==> src/rtl/strig_capture.sv <==
// strig_capture: self-triggered ADC window capture with a circular pre-trigger history buffer.
// Defining STRIG_CAP_HDR_EN prefixes each window with a header word carrying the latched tcount.
module strig_capture #(
   parameter int unsigned WINLEN  = 32,
   parameter int unsigned PRETRIG = 8,
   parameter int unsigned BBITS   = 6
) (
   input  logic               adcclk,
   input  logic               adcrst_n,
   input  logic signed [15:0] data,
   input  logic               trig,
   input  logic [9:0]         tcount,
   input  logic               inhibit,
   output logic [15:0]        dout,
   output logic               dvalid,
   input  logic               dready,
   output logic               dlast,
   output logic               busy,
   output logic [9:0]         lost
);

`ifdef STRIG_CAP_HDR_EN
   localparam int unsigned HDR = 1;
`else
   localparam int unsigned HDR = 0;
`endif

   localparam int unsigned CW = BBITS + 2;

   localparam logic [1:0] S_IDLE  = 2'd0;
   localparam logic [1:0] S_POST  = 2'd1;
   localparam logic [1:0] S_SEND  = 2'd2;
   localparam logic [1:0] S_REARM = 2'd3;

   localparam logic [CW-1:0]    ONE     = CW'(1);
   localparam logic [CW-1:0]    POST_N  = CW'(WINLEN - PRETRIG);
   localparam logic [CW-1:0]    PRE_N   = CW'(PRETRIG);
   localparam logic [CW-1:0]    WORDS_N = CW'(WINLEN + HDR);
   localparam logic [BBITS-1:0] PRE_OFF = BBITS'(PRETRIG);
   localparam logic [BBITS-1:0] PTR_ONE = BBITS'(1);

   logic [15:0]      mem [0:(2**BBITS)-1];
   logic [1:0]       state;
   logic [CW-1:0]    cnt;
   logic [BBITS-1:0] wptr;
   logic [BBITS-1:0] rptr;
   logic             we;
   logic             load;
   logic             xfer;
   logic             accept;
   logic [15:0]      word;
   logic             rd_adv;

   assign busy   = (state != S_IDLE);
   assign xfer   = dvalid && dready;
   assign accept = (state == S_IDLE) && trig && !inhibit;
   // cnt doubles as the index of the next word to present while in SEND
   assign load   = (state == S_SEND) && (cnt < WORDS_N) && (!dvalid || dready);

   // The trig-cycle sample is written in IDLE, so POST stops writing once the
   // post-trigger count is reached; this keeps sample 0 intact when WINLEN == 2^BBITS.
   always_comb begin
      we = 1'b0;
      case (state)
         S_POST:  we = (cnt < POST_N);
         S_SEND:  we = 1'b0;
         default: we = 1'b1;
      endcase
   end

   always_ff @(posedge adcclk) begin
      if (we) mem[wptr] <= data;
   end

`ifdef STRIG_CAP_HDR_EN
   logic [9:0] tlatch;

   always_ff @(posedge adcclk or negedge adcrst_n) begin
      if (!adcrst_n)   tlatch <= '0;
      else if (accept) tlatch <= tcount;
   end

   assign word   = (cnt == '0) ? {4'hA, 2'b00, tlatch} : mem[rptr];
   assign rd_adv = (cnt != '0);
`else
   // tcount only feeds the header word
   logic unused_tcount;
   assign unused_tcount = ^tcount;
   assign word   = mem[rptr];
   assign rd_adv = 1'b1;
`endif

   always_ff @(posedge adcclk or negedge adcrst_n) begin
      if (!adcrst_n) begin
         state  <= S_REARM;
         cnt    <= '0;
         wptr   <= '0;
         rptr   <= '0;
         dout   <= '0;
         dvalid <= 1'b0;
         dlast  <= 1'b0;
         lost   <= '0;
      end else begin
         if (trig && (state != S_IDLE)) lost <= lost + 10'd1;
         if (we) wptr <= wptr + PTR_ONE;
         case (state)
            S_IDLE: begin
               if (accept) begin
                  state <= S_POST;
                  cnt   <= ONE;
                  rptr  <= wptr - PRE_OFF;
               end
            end
            S_POST: begin
               cnt <= cnt + ONE;
               if ((cnt + ONE) >= POST_N) begin
                  state <= S_SEND;
                  cnt   <= '0;
               end
            end
            S_SEND: begin
               if (load) begin
                  dout   <= word;
                  dvalid <= 1'b1;
                  dlast  <= (cnt == (WORDS_N - ONE));
                  cnt    <= cnt + ONE;
                  if (rd_adv) rptr <= rptr + PTR_ONE;
               end else if (xfer) begin
                  dvalid <= 1'b0;
               end
               if (xfer && dlast) begin
                  state <= S_REARM;
                  cnt   <= '0;
                  dlast <= 1'b0;
               end
            end
            S_REARM: begin
               cnt <= cnt + ONE;
               if ((cnt + ONE) >= PRE_N) begin
                  state <= S_IDLE;
                  cnt   <= '0;
               end
            end
         endcase
      end
   end

endmodule

==> config.mk <==
export PLATFORM = sky130hd
export DESIGN_NAME = strig_capture
export DESIGN_NICKNAME = d
export VERILOG_FILES = /design/src/rtl/strig_capture.sv
export SDC_FILE = /design/constraint.sdc
export NUM_CORES = 1
export LEC_CHECK = 0
export BUFFER_PORTS_ARGS = -buffer_cell sky130_fd_sc_hd__buf_2
export CAP_MARGIN = 25
export CORE_MARGIN = 3
export CORE_UTILIZATION = 30
export DETAILED_ROUTE_END_ITERATION = 12
export REMOVE_ABC_BUFFERS = 1
export SLEW_MARGIN = 20
export SYNTH_ARGS = -nofsm -noshare
export SYNTH_HDL_FRONTEND = slang
export SYNTH_SLANG_ARGS = --single-unit
==> constraint.sdc <==
create_clock -name adcclk -period 4.2 [get_ports adcclk]
set_input_delay 0.63 -clock adcclk [delete_from_list [all_inputs] [get_ports adcclk]]
set_output_delay 0.63 -clock adcclk [all_outputs]
set_load 0.005 [all_outputs]
==> flow_metrics.tcl <==
set metrics [dict create \
    finalCriticalPeriod_ns 3.44 \
    gp_congestion 0.853 \
    clk_pin_slew_ns 0.06 \
    dieHeight_microns 380 \
    status "complete, no violations" \
    initial_utilization_pct 30.4 \
    synthMuxAreaShare_pct 14.8 \
    via_count 21152 \
    die_w_microns 380 \
    cts_root_buf "clkbuf_16" \
    ant_nets 0 \
    synthDistinctLibCells 54 \
    dieArea_sq_mm 0.144 \
    yosysWarnings 0 \
    synth_compound_area_share_pct 3.48 \
    drt-vias-per-instance 4.99 \
    finalCritPeriodShare_pct 81.8 \
    io_pins 60 \
    post_cts_resized 0 \
    worstMarginPinSlew_ns 1.00 \
    drtPass1Iterations 5 \
    synth_ff_type "edfxtp_1" \
    fin_worst_skew_ns 0.0282 \
    grt_max_degree 65 \
    ys_ff_latch 1074 \
    instances_no_fill 4241 \
    yosysTopAreaCell "edfxtp_1" \
    yosysSeqAreaShare_pct 76.3 \
    drc 0 \
    grt_pass1_vias 21430 \
    grt_pass1_wl_mm 149 \
    synth_top_area_share_pct 73.3 \
    fmax_mhz 291 \
    synth_top_family_by_area "multiplexers" \
    slew_viol_final 0 \
    clockBufferDepth 3 \
    rsz0062_at_grt "false" \
    critPathArrivalTime_ns 4.00 \
    whs_ns 0.282 \
    synth_top_cells_by_area "edfxtp_1 (73%), mux4_2 (10%), mux2i_1 (3.8%)" \
    synth-simple-area-share_pct 3.09 \
    wl_per_cell_microns 24.1 \
    port_buffers 49 \
    wl_mm 102 \
    cap_violations 0 \
    fillers 12838 \
    dp_hpwl_mm 62.4 \
    area_delta_synth_final_pct 15.4 \
    numCtsBuffers 106 \
    yosys-top-cells-count "edfxtp_1 (1024), mux4_2 (189), mux2i_1 (161)" \
    grt_overflow_total 0 \
    final_nets 2328 \
    syn_area_per_cell_sq_um 19.9 \
    hold_buffers 1 \
    track_usage_pct 13.9 \
    slew_headroom_pct 32.9 \
    synth_area_sq_mm 0.0420 \
    ys_async_sr_fraction_pct 4.66 \
    worstSetupPathType "register to register" \
    finalSetupViolCount 0 \
    cp_data_required_time_ns 4.76 \
    cts_setup_buffers 0 \
    drtIter0Drc 2294 \
    vdd_ir_drop_max_v 0.000461 \
    htreeDepth 3 \
    clock_sinks 1074 \
    core-area_sq_mm 0.138 \
    hold_viol_final 0 \
    final.setup.tns_ns 0 \
    end_kind "register" \
    dp_cells 4040 \
    insertion_delay_ns 0.68 \
    antenna_found_initial 9 \
    synth_fa_ha_area_share_pct 0.328 \
    drive_above_1_share_pct 23.6 \
    min_path_type "input port to register" \
    leakage_nw 15.8 \
    cts_tree "done" \
    seqCellArea_sq_mm 0.0320 \
    critPathLaunchType "register" \
    synth_most_common_cell "edfxtp_1" \
    crit_fanout 34 \
    synth_cells 2110 \
    power_density_mw_per_mm2 649 \
    rows 136 \
    synth_edf_count 1024 \
    synth_xor_area_share_pct 0.355 \
    multi_input_area_sq_mm 0.00928 \
]
## routing by layer
layer / track usage [%] / share of wire [%] / vias up
met5: 0 / 0.022 / -
li1: - / - / 8999
met1: 19.1 / 42 / 11176
met4: 4.67 / 2.8 / 4
met3: 3.03 / 8.1 / 155
met2: 22.0 / 47 / 818
## final cells by class
cell class                 instances  area share, %
inverter                          10         0.0775
tap                             1863           4.81
antenna                            5         0.0258
sequential                      1074           66.1
clock buffer                     134           5.78
timing repair buffer             182           2.76
clock inverter                    61           1.24
multi-input combinational        912           19.2
## worst paths after layout
kind	endpoint	cells past startpoint	start	slack, ns
min	dvalid	3	dready	0.28
max	dout[11]	9	rptr[0]	0.76
max reg2reg	dout[11]	9	rptr[0]	0.76
min in group asynchronous	wptr[1]	2	adcrst_n	0.51
max in group asynchronous	rptr[1]	3	adcrst_n	2.82
min reg2reg	lost[9]	1	lost[9]	0.49
## layout by cell type (no fill, tap or decap), types with 15 or more instances in the layout
cell / n
clkbuf_1: 26
clkinv_1: 26
nor2b_1: 15
nand3_1: 35
nand2_1: 39
a22oi_1: 38
edfxtp_1: 1024
clkinv_2: 17
clkbuf_16: 108
mux2_2: 32
a21oi_1: 49
dfrtp_1: 44
mux2i_1: 161
nor3_1: 24
buf_2: 48
o21ai_0: 36
mux4_2: 189
nor2_1: 121
o22ai_1: 34
buf_4: 126
## cell families (layout without fill, tap and decap cells)
kind of cell / Yosys count / in the layout
fa+ha+maj: 11 / 11
flops: 1074 / 1074
compound gates: 221 / 221
other cells: 0 / 5
mux: 382 / 382
buf+inv: 124 / 387
xor+xnor: 17 / 17
simple gates: 281 / 281
## sequential cells by signal, indices dropped and copies added, names as in the netlist
name,count
dout,16
dlast,1
wptr,6
rptr,6
lost,10
cnt,8
state,2
dvalid,1
mem,1024
## worst max-delay path, cell delays in order, from the launching register on
cell and delay (ns):
dfrtp_4 0.93, buf_4 0.42, nor2b_1 0.58, nor2b_1 0.21
buf_4 0.22, a22oi_1 0.11, o211ai_1 0.21, nor3_1 0.19
buf_4 0.18, a221o_1 0.25
## report_power, final
part           internal (W)  switching (W)  leakage, nW
Clock               0.00539        0.00391         1.66
Combinational       0.00364        0.00514         4.31
Sequential           0.0125       0.000789         9.83
## metrics by stage
stage / power, W / instance area [sq um] / worst slack [ns] / util, %
CTS: 0.0316 / 48400 / 0.747 / 35.0
detailed placement: 0.0224 / 45000 / 0.774 / 32.6
floorplan: 0.0190 / 41300 / -6.25 / -
finish: 0.0314 / 48400 / 0.763 / 35.0
global route: 0.0327 / 48400 / 0.598 / 35.0
global placement: 0.0222 / 45000 / 0.773 / 32.6
(Power assumes the default switching activity.)
